File: config.mk
export PLATFORM = sky130hd
export DESIGN_NAME = bp_table_sched_flat
export DESIGN_NICKNAME = d
export VERILOG_FILES = /design/src/rtl/bp_table_sched_pkg.sv /design/src/rtl/bp_table_sched_if.sv /design/src/rtl/bp_table_sched_upd_fifo.sv /design/src/rtl/bp_table_sched.sv /design/src/flat_wrapper.sv
export SDC_FILE = /design/constraint.sdc
export NUM_CORES = 1
export LEC_CHECK = 0
export ABC_AREA = 0
export BUFFER_PORTS_ARGS = -buffer_cell sky130_fd_sc_hd__buf_2
export CORE_ASPECT_RATIO = 0.7
export CORE_MARGIN = 1.5
export CORE_UTILIZATION = 55
export DETAILED_ROUTE_END_ITERATION = 8
export GPL_ROUTABILITY_DRIVEN = 0
export HOLD_SLACK_MARGIN = 0.05
export PLACE_DENSITY = 0.81
export SETUP_SLACK_MARGIN = 0.1
export SLEW_MARGIN = 25
export SYNTH_ARGS = -nofsm -noshare
export SYNTH_HDL_FRONTEND = slang
export SYNTH_SLANG_ARGS = --single-unit
File: constraint.sdc
create_clock -name clk -period 5.28 [get_ports clk]
set_input_delay 0.264 -clock clk [delete_from_list [all_inputs] [get_ports clk]]
set_output_delay 0.264 -clock clk [all_outputs]
set_load 0.02 [all_outputs]
File: src/rtl/bp_table_sched_pkg.sv
// Shared types for the branch predictor table scheduler: entry layout,
// queued update record, scheduler states and the 2-bit counter update rule.
package bp_pkg;

   localparam int XLEN  = 32;
   localparam int TAG_W = 3;
   localparam int N_ENT = 1 << TAG_W;

   localparam logic [1:0] CTR_WEAK_T  = 2'b10;
   localparam logic [1:0] CTR_WEAK_NT = 2'b01;

   typedef struct packed {
      logic [XLEN-1:0] target;
      logic [1:0]      ctr;
      logic            valid;
   } bp_entry_t;

   typedef struct packed {
      logic [TAG_W-1:0] tag;
      logic             taken;
      logic [XLEN-1:0]  target;
   } bp_upd_t;

   typedef enum logic [1:0] {
      ST_INIT   = 2'd0,
      ST_IDLE   = 2'd1,
      ST_UPD_RD = 2'd2,
      ST_UPD_WR = 2'd3
   } bp_sched_state_e;

   // New entry after a resolved branch: first touch seeds a weak counter,
   // later touches saturate; target only follows taken branches.
   function automatic bp_entry_t bp_apply_upd(input bp_entry_t old_e, input bp_upd_t upd);
      bp_entry_t new_e;
      new_e       = old_e;
      new_e.valid = 1'b1;
      if (!old_e.valid) begin
         new_e.ctr    = upd.taken ? CTR_WEAK_T : CTR_WEAK_NT;
         new_e.target = upd.target;
      end else if (upd.taken) begin
         new_e.ctr    = (old_e.ctr == 2'b11) ? 2'b11 : old_e.ctr + 2'b01;
         new_e.target = upd.target;
      end else begin
         new_e.ctr    = (old_e.ctr == 2'b00) ? 2'b00 : old_e.ctr - 2'b01;
      end
      return new_e;
   endfunction

endpackage

File: src/rtl/bp_table_sched_if.sv
// Bundle of IFU lookup, EXU update, flush and table-port signals.
// slave = scheduler side, master = environment side.
interface bp_table_sched_if;
   import bp_pkg::*;

   logic                ifu_req_valid;
   logic [TAG_W-1:0]    ifu_req_tag;
   logic                ifu_req_ready;
   logic                ifu_rsp_valid;
   logic                ifu_rsp_dir;
   logic [XLEN-1:0]     ifu_rsp_target;
   logic                exu_upd_valid;
   logic                exu_upd_ready;
   logic [TAG_W-1:0]    exu_upd_tag;
   logic                exu_upd_taken;
   logic [XLEN-1:0]     exu_upd_target;
   logic                flush_req;
   logic                tbl_en;
   logic                tbl_we;
   logic [TAG_W-1:0]    tbl_addr;
   logic [XLEN+2:0]     tbl_wdata;
   logic [XLEN+2:0]     tbl_rdata;
   logic                init_busy;

   modport slave (
      input  ifu_req_valid, ifu_req_tag, exu_upd_valid, exu_upd_tag, exu_upd_taken,
             exu_upd_target, flush_req, tbl_rdata,
      output ifu_req_ready, ifu_rsp_valid, ifu_rsp_dir, ifu_rsp_target, exu_upd_ready,
             tbl_en, tbl_we, tbl_addr, tbl_wdata, init_busy
   );

   modport master (
      output ifu_req_valid, ifu_req_tag, exu_upd_valid, exu_upd_tag, exu_upd_taken,
             exu_upd_target, flush_req, tbl_rdata,
      input  ifu_req_ready, ifu_rsp_valid, ifu_rsp_dir, ifu_rsp_target, exu_upd_ready,
             tbl_en, tbl_we, tbl_addr, tbl_wdata, init_busy
   );

endinterface

File: src/rtl/bp_table_sched_upd_fifo.sv
// Synchronous FIFO of pending branch updates with a synchronous clear.
module bp_upd_fifo
   import bp_pkg::*;
#(
   parameter int DEPTH = 4
) (
   input  logic    clk,
   input  logic    rst_n,
   input  logic    clr_i,
   input  logic    push_i,
   input  bp_upd_t push_data_i,
   input  logic    pop_i,
   output bp_upd_t head_o,
   output logic    full_o,
   output logic    empty_o
);

   localparam int AW    = $clog2(DEPTH);
   localparam int PTR_W = AW + 1;

   bp_upd_t          mem_q [DEPTH];
   logic [PTR_W-1:0] wr_ptr_q, wr_ptr_d;
   logic [PTR_W-1:0] rd_ptr_q, rd_ptr_d;
   logic             push_ok_s;
   logic             pop_ok_s;

   // Extra pointer bit tells full from empty when the indices coincide.
   assign empty_o   = (wr_ptr_q == rd_ptr_q);
   assign full_o    = (wr_ptr_q[AW] != rd_ptr_q[AW]) && (wr_ptr_q[AW-1:0] == rd_ptr_q[AW-1:0]);
   assign push_ok_s = push_i & ~full_o & ~clr_i;
   assign pop_ok_s  = pop_i & ~empty_o & ~clr_i;
   assign head_o    = mem_q[rd_ptr_q[AW-1:0]];

   // Next pointer values; clear dominates push and pop.
   always_comb begin
      wr_ptr_d = wr_ptr_q;
      rd_ptr_d = rd_ptr_q;
      if (clr_i) begin
         wr_ptr_d = '0;
         rd_ptr_d = '0;
      end else begin
         if (push_ok_s) begin
            wr_ptr_d = wr_ptr_q + PTR_W'(1);
         end else begin
            wr_ptr_d = wr_ptr_q;
         end
         if (pop_ok_s) begin
            rd_ptr_d = rd_ptr_q + PTR_W'(1);
         end else begin
            rd_ptr_d = rd_ptr_q;
         end
      end
   end

   // Pointer registers with synchronous reset.
   always_ff @(posedge clk) begin
      if (!rst_n) begin
         wr_ptr_q <= '0;
         rd_ptr_q <= '0;
      end else begin
         wr_ptr_q <= wr_ptr_d;
         rd_ptr_q <= rd_ptr_d;
      end
   end

   // Storage array; contents are don't-care while empty so no reset.
   always_ff @(posedge clk) begin
      if (push_ok_s) begin
         mem_q[wr_ptr_q[AW-1:0]] <= push_data_i;
      end
   end

endmodule

File: src/rtl/bp_table_sched.sv
// Arbitrates the single predictor-table port between IFU lookups and
// buffered EXU updates (read-modify-write), and clears the table after
// reset or flush.
module bp_table_sched
   import bp_pkg::*;
#(
   parameter int FIFO_DEPTH = 4,
   parameter int STARVE_MAX = 4
) (
   input  logic                   clk,
   input  logic                   rst_n,
   bp_table_sched_if.slave        bus
);

   localparam int               SC_W       = $clog2(STARVE_MAX + 1);
   localparam logic [SC_W-1:0]  STARVE_LIM = SC_W'(STARVE_MAX);
   localparam logic [TAG_W-1:0] LAST_IDX   = TAG_W'(N_ENT - 1);

   bp_sched_state_e  state_q;
   logic [TAG_W-1:0] clear_idx_q;
   logic [SC_W-1:0]  starve_cnt_q;
   logic             flushing_q;
   logic             flush_pend_q;
   logic             rsp_valid_q;

   bp_upd_t          head_s;
   bp_upd_t          push_data_s;
   bp_entry_t        old_entry_s;
   bp_entry_t        new_entry_s;
   logic             fifo_full_s;
   logic             fifo_empty_s;
   logic             update_wins_s;
   logic             ifu_grant_s;
   logic             upd_ready_s;
   logic             push_s;
   logic             pop_s;

   // A flush cycle never starts an update: the FIFO is being cleared.
   assign update_wins_s = (state_q == ST_IDLE) & ~fifo_empty_s & ~bus.flush_req &
                          (~bus.ifu_req_valid | (starve_cnt_q == STARVE_LIM));
   assign bus.ifu_req_ready = rst_n & (state_q == ST_IDLE) & ~update_wins_s;
   assign ifu_grant_s       = bus.ifu_req_ready & bus.ifu_req_valid;
   assign upd_ready_s       = rst_n & ~fifo_full_s & ~bus.flush_req & ~flushing_q;
   assign bus.exu_upd_ready = upd_ready_s;
   assign push_s            = bus.exu_upd_valid & upd_ready_s;
   assign pop_s             = rst_n & (state_q == ST_UPD_RD);
   assign push_data_s       = '{tag: bus.exu_upd_tag, taken: bus.exu_upd_taken,
                                target: bus.exu_upd_target};

   assign old_entry_s        = bp_entry_t'(bus.tbl_rdata);
   assign new_entry_s        = bp_apply_upd(old_entry_s, head_s);
   assign bus.ifu_rsp_valid  = rsp_valid_q;
   assign bus.ifu_rsp_dir    = old_entry_s.valid & old_entry_s.ctr[1];
   assign bus.ifu_rsp_target = old_entry_s.target;
   assign bus.init_busy      = ~rst_n | (state_q == ST_INIT);

   bp_upd_fifo #(.DEPTH(FIFO_DEPTH)) u_fifo (
      .clk         (clk),
      .rst_n       (rst_n),
      .clr_i       (bus.flush_req),
      .push_i      (push_s),
      .push_data_i (push_data_s),
      .pop_i       (pop_s),
      .head_o      (head_s),
      .full_o      (fifo_full_s),
      .empty_o     (fifo_empty_s)
   );

   // Table port drive for the current state; idle during reset.
   always_comb begin
      bus.tbl_en    = 1'b0;
      bus.tbl_we    = 1'b0;
      bus.tbl_addr  = '0;
      bus.tbl_wdata = '0;
      if (!rst_n) begin
         bus.tbl_en = 1'b0;
      end else begin
         case (state_q)
            ST_INIT: begin
               bus.tbl_en   = 1'b1;
               bus.tbl_we   = 1'b1;
               bus.tbl_addr = clear_idx_q;
            end
            ST_IDLE: begin
               if (update_wins_s) begin
                  bus.tbl_en   = 1'b1;
                  bus.tbl_addr = head_s.tag;
               end else if (bus.ifu_req_valid) begin
                  bus.tbl_en   = 1'b1;
                  bus.tbl_addr = bus.ifu_req_tag;
               end else begin
                  bus.tbl_en = 1'b0;
               end
            end
            ST_UPD_RD: begin
               bus.tbl_en    = 1'b1;
               bus.tbl_we    = 1'b1;
               bus.tbl_addr  = head_s.tag;
               bus.tbl_wdata = new_entry_s;
            end
            ST_UPD_WR: begin
               bus.tbl_en = 1'b0;
            end
            default: begin
               bus.tbl_en = 1'b0;
            end
         endcase
      end
   end

   // Scheduler FSM with clear index, starvation counter and response pulse.
   always_ff @(posedge clk) begin
      if (!rst_n) begin
         state_q      <= ST_INIT;
         clear_idx_q  <= '0;
         starve_cnt_q <= '0;
         flushing_q   <= 1'b0;
         flush_pend_q <= 1'b0;
         rsp_valid_q  <= 1'b0;
      end else begin
         rsp_valid_q <= ifu_grant_s;

         if (bus.flush_req) begin
            flushing_q <= 1'b1;
         end else if ((state_q == ST_INIT) && (clear_idx_q == LAST_IDX)) begin
            flushing_q <= 1'b0;
         end else begin
            flushing_q <= flushing_q;
         end

         if (fifo_empty_s || update_wins_s) begin
            starve_cnt_q <= '0;
         end else if (ifu_grant_s && (starve_cnt_q != STARVE_LIM)) begin
            starve_cnt_q <= starve_cnt_q + SC_W'(1);
         end else begin
            starve_cnt_q <= starve_cnt_q;
         end

         case (state_q)
            ST_INIT: begin
               if (bus.flush_req) begin
                  clear_idx_q <= '0;
               end else if (clear_idx_q == LAST_IDX) begin
                  clear_idx_q <= '0;
                  state_q     <= ST_IDLE;
               end else begin
                  clear_idx_q <= clear_idx_q + TAG_W'(1);
               end
            end
            ST_IDLE: begin
               if (bus.flush_req) begin
                  state_q <= ST_INIT;
               end else if (update_wins_s) begin
                  state_q <= ST_UPD_RD;
               end else begin
                  state_q <= ST_IDLE;
               end
            end
            ST_UPD_RD: begin
               flush_pend_q <= bus.flush_req;
               state_q      <= ST_UPD_WR;
            end
            ST_UPD_WR: begin
               flush_pend_q <= 1'b0;
               if (flush_pend_q || bus.flush_req) begin
                  state_q <= ST_INIT;
               end else begin
                  state_q <= ST_IDLE;
               end
            end
            default: begin
               state_q <= ST_INIT;
            end
         endcase
      end
   end

endmodule

File: src/flat_wrapper.sv
// flat-port wrapper written by rule: the top's interface ports become plain ports
module bp_table_sched_flat import bp_pkg::*;
#(
   parameter int FIFO_DEPTH = 4,
   parameter int STARVE_MAX = 4
)
  (clk, rst_n, bus_ifu_req_valid, bus_ifu_req_tag, bus_exu_upd_valid, bus_exu_upd_tag, bus_exu_upd_taken, bus_exu_upd_target, bus_flush_req, bus_tbl_rdata, bus_ifu_req_ready, bus_ifu_rsp_valid, bus_ifu_rsp_dir, bus_ifu_rsp_target, bus_exu_upd_ready, bus_tbl_en, bus_tbl_we, bus_tbl_addr, bus_tbl_wdata, bus_init_busy);
  bp_table_sched_if bus_i ();
  input  logic clk;
  input  logic rst_n;
  input wire logic [$bits(bus_i.ifu_req_valid)-1:0] bus_ifu_req_valid;
  input wire logic [$bits(bus_i.ifu_req_tag)-1:0] bus_ifu_req_tag;
  input wire logic [$bits(bus_i.exu_upd_valid)-1:0] bus_exu_upd_valid;
  input wire logic [$bits(bus_i.exu_upd_tag)-1:0] bus_exu_upd_tag;
  input wire logic [$bits(bus_i.exu_upd_taken)-1:0] bus_exu_upd_taken;
  input wire logic [$bits(bus_i.exu_upd_target)-1:0] bus_exu_upd_target;
  input wire logic [$bits(bus_i.flush_req)-1:0] bus_flush_req;
  input wire logic [$bits(bus_i.tbl_rdata)-1:0] bus_tbl_rdata;
  output wire logic [$bits(bus_i.ifu_req_ready)-1:0] bus_ifu_req_ready;
  output wire logic [$bits(bus_i.ifu_rsp_valid)-1:0] bus_ifu_rsp_valid;
  output wire logic [$bits(bus_i.ifu_rsp_dir)-1:0] bus_ifu_rsp_dir;
  output wire logic [$bits(bus_i.ifu_rsp_target)-1:0] bus_ifu_rsp_target;
  output wire logic [$bits(bus_i.exu_upd_ready)-1:0] bus_exu_upd_ready;
  output wire logic [$bits(bus_i.tbl_en)-1:0] bus_tbl_en;
  output wire logic [$bits(bus_i.tbl_we)-1:0] bus_tbl_we;
  output wire logic [$bits(bus_i.tbl_addr)-1:0] bus_tbl_addr;
  output wire logic [$bits(bus_i.tbl_wdata)-1:0] bus_tbl_wdata;
  output wire logic [$bits(bus_i.init_busy)-1:0] bus_init_busy;
  assign bus_i.ifu_req_valid = bus_ifu_req_valid;
  assign bus_i.ifu_req_tag = bus_ifu_req_tag;
  assign bus_i.exu_upd_valid = bus_exu_upd_valid;
  assign bus_i.exu_upd_tag = bus_exu_upd_tag;
  assign bus_i.exu_upd_taken = bus_exu_upd_taken;
  assign bus_i.exu_upd_target = bus_exu_upd_target;
  assign bus_i.flush_req = bus_flush_req;
  assign bus_i.tbl_rdata = bus_tbl_rdata;
  assign bus_ifu_req_ready = bus_i.ifu_req_ready;
  assign bus_ifu_rsp_valid = bus_i.ifu_rsp_valid;
  assign bus_ifu_rsp_dir = bus_i.ifu_rsp_dir;
  assign bus_ifu_rsp_target = bus_i.ifu_rsp_target;
  assign bus_exu_upd_ready = bus_i.exu_upd_ready;
  assign bus_tbl_en = bus_i.tbl_en;
  assign bus_tbl_we = bus_i.tbl_we;
  assign bus_tbl_addr = bus_i.tbl_addr;
  assign bus_tbl_wdata = bus_i.tbl_wdata;
  assign bus_init_busy = bus_i.init_busy;
  bp_table_sched #(.FIFO_DEPTH(FIFO_DEPTH), .STARVE_MAX(STARVE_MAX)) u_core (.clk(clk), .rst_n(rst_n), .bus(bus_i));
endmodule
==> reports/results.ini <==
[floorplan]
rows=34
ios=156
fp.dieH_um=97.4
fp.dieW_um=138
start_util_pct=56.4
fp.dieArea_um2=13400
core_um2=12400

[clock_network]
numCtsBuffers=17
clockBufferDepth=2
cts.sinks=163
htreeDepth=4
cts_tree=done
cts_resized=0
post_cts_buffers=0
cts_root_buf=clkbuf_16
clk_pin_slew_worst_paths_ps=60
ctsHoldBuffers=0
insertion_delay_ps=420

[yosys]
synth_fa_ha_area_share_pct=1.75
postSynthAreaPerCell_um2=15.1
synth_compound_gate_area_share_pct=5.04
syn_inst=463
synth_warnings=0
synth.mux.area_fraction_pct=11.7
yosys-top-cells-area=edfxtp_1 (62%), mux4_2 (12%), dfxtp_1 (5.4%), nand2_1 (4.3%), buf_4 (3.5%)
synth-simple-area-share_pct=7.54
synth_seq_area_share_pct=67.1
synth.net_count=551
ys.flop_type=edfxtp_1
synthArstFlopShare_pct=0
yosys.area.top_type=edfxtp_1
synth_top_family_by_area=multiplexers
synth_xor_area_share_pct=1.13
yosysTopAreaCellShare_pct=61.7
synth-edff-count=144
syn-cell-area_um2=7010
yosys.cell_types.count=41
synth-seq-cells=163

[sta]
min_period_ps=3270
setup_tns_ps=0
drv_slew=0
worstMarginPinSlew_ps=1010
setup_viol=0
rsz0062_at_grt=no
fmax_mhz=306
skew_ps=7.96
hold_viol_final=0
maxSlewHeadroom_pct=32.4
finalCritPeriodShare_pct=62.0

[global_route]
grt_pass1_vias=4199
antenna_found_initial=2
track_usage_pct=22.5
overflow=0
grt_pass1_wl_um=21900
grt_max_degree=38

[detailed_routing]
vias=4282
drtIter0Drc=342
ant_nets=0
viasPerCell=5.62
wire_per_inst_um=19.1
dr.pass1.iters=4
routed_wl_um=14500
drc=0

[power]
pwr-share-comb_pct=4.6
p_leak_nw=3.07
switching_share_pct=20.4
p_per_area_nw_per_um2=329
sequentialPowerShare_pct=52.6
netSwitchingPower_uw=550
ir_drop_v=0.000264
p_int_mw=2.15
pwr-share-clk_pct=42.8

[placed_design]
port_buffers=155
place_inst=729
hpwl_um=9150

[worst_setup_path]
r2r_slack_ps=2670
crit_chain=mux4_2, or2_2, nand2_1, a21oi_1, buf_2
cp.required_ps=5020
arrival_ps=3010
cp-start-kind=flip-flop
criticalPathCategory=reg -> out
slowest_stage=dfxtp_2
endpoint_kind=output pin
worstPathMaxFanout=36
slowest_delay_ps=960

[cells_and_area]
drive_above_1_share_pct=38.7
fin_nets=674
instances_no_fill=762
area_growth_pct=17.1

[worst_hold_path]
min_path_type=in -> reg

[status]
outcome=finished, final reports clean

[run]
drv_cap=0

## layout make-up
class | count | area, µm²
clock inverter | 12 | 115
fill | 889 | 4220
timing repair buffer | 158 | 798
multi-input combinational | 237 | 1910
clock buffer | 20 | 437
sequential | 163 | 4710
tap | 162 | 203
inverter | 9 | 33.8
antenna | 1 | 2.50
## worst max-delay path: cells and delay by family (launching register included)
kind | cells | cell delay (ps)
DFF | 1 | 960
and+or+nand+nor | 2 | 790
muxes | 1 | 460
AOI/OAI and AO/OA | 1 | 190
buffers and inverters | 1 | 180
## synthesized netlist by cell type, drive strengths merged (2+ instances only)
| cell type | count |
|---|---|
| a21oi | 40 |
| and3 | 4 |
| o31a | 2 |
| dfxtp | 19 |
| nor3 | 2 |
| a311oi | 2 |
| clkbuf | 10 |
| edfxtp | 144 |
| xor2 | 5 |
| and2 | 4 |
| nor2 | 15 |
| nand3 | 4 |
| nand2b | 4 |
| inv | 8 |
| buf | 44 |
| o21ai | 5 |
| a221o | 3 |
| mux4 | 36 |
| or2 | 2 |
| nand3b | 3 |
| xnor2 | 4 |
| ha | 9 |
| nor4 | 2 |
| a211oi | 2 |
| nand2 | 80 |
## routing by layer
| layer | vias to the layer above | global-route usage, % | share of wire [%] |
|---|---|---|---|
| met5 | - | 0 | 0 |
| met4 | 0 | 10.0 | 2.0 |
| met3 | 21 | 5.53 | 8.0 |
| met2 | 195 | 35.6 | 49 |
| met1 | 2103 | 29.8 | 41 |
| li1 | 1963 | - | - |
## per-stage QoR
step	setup slack [ps]	total power, mW	instance area [µm²]	hold slack (ps)	util [%]
after floorplan	2580	1.52	7010	363	-
after global placement	1960	1.56	7650	460	61.6
after detailed placement	2430	1.57	7650	470	61.6
after CTS	1960	2.70	8200	50.3	66.0
after global routing	1810	2.77	8210	50.1	66.1
final	2010	2.70	8210	57.5	66.1
## state kept, by name, indices dropped and copies added, names as in the netlist, named ones only
signal and count:
u_core.u_fifo.mem_q 144, u_core.clear_idx_q 3, u_core.starve_cnt_q 3, u_core.u_fifo.rd_ptr_q 3, u_core.u_fifo.wr_ptr_q 3, u_core.bus.ifu_rsp_valid 1, u_core.flush_pend_q 1, u_core.flushing_q 1
u_core.state_q 1
## kinds of logic after synthesis
| logic type | count (synthesis) |
|---|---|
| XOR/XNOR | 9 |
| AO/OA/AOI/OAI | 59 |
| flip-flops | 163 |
| buffers and inverters | 63 |
| adder cells (fa/ha/maj) | 10 |
| AND/OR/NAND/NOR | 122 |
| multiplexers | 37 |
## layout by cell type (no fill, tap or decap), drive strengths merged, types with 3 or more instances in the layout
cell type | netlist | final
a21oi | 40 | 40
a221o | 3 | 3
and2 | 4 | 4
and3 | 4 | 4
buf | 44 | 158
clkbuf | 10 | 20
clkinv | 1 | 9
dfxtp | 19 | 19
edfxtp | 144 | 144
ha | 9 | 9
inv | 8 | 8
mux4 | 36 | 36
nand2 | 80 | 80
nand2b | 4 | 4
nand3 | 4 | 4
nand3b | 3 | 3
nor2 | 15 | 15
o21ai | 5 | 5
xnor2 | 4 | 4
xor2 | 5 | 5
## power groups by stage
stage          clock, mW  combinational [mW]  sequential [mW]
6_report            1.16               0.124             1.42
5_1_grt             1.21               0.137             1.42
4_1_cts             1.16               0.125             1.42
3_5_place_dp           0               0.124             1.44
3_3_place_gp           0               0.120             1.44
2_1_floorplan          0              0.0764             1.44
## worst paths after layout
path,from,endpoint,cells after the start
max,flip-flop,bus_tbl_wdata[26],5
min reg2reg,u_core.clear_idx_q[2],u_core.clear_idx_q[2],2
min,bus_exu_upd_target[8],u_core.u_fifo.mem_q[0][8],1
max reg2reg,u_core.u_fifo.wr_ptr_q[0],u_core.u_fifo.mem_q[0][5],3
No activity file was read; power rests on OpenSTA's default activity.
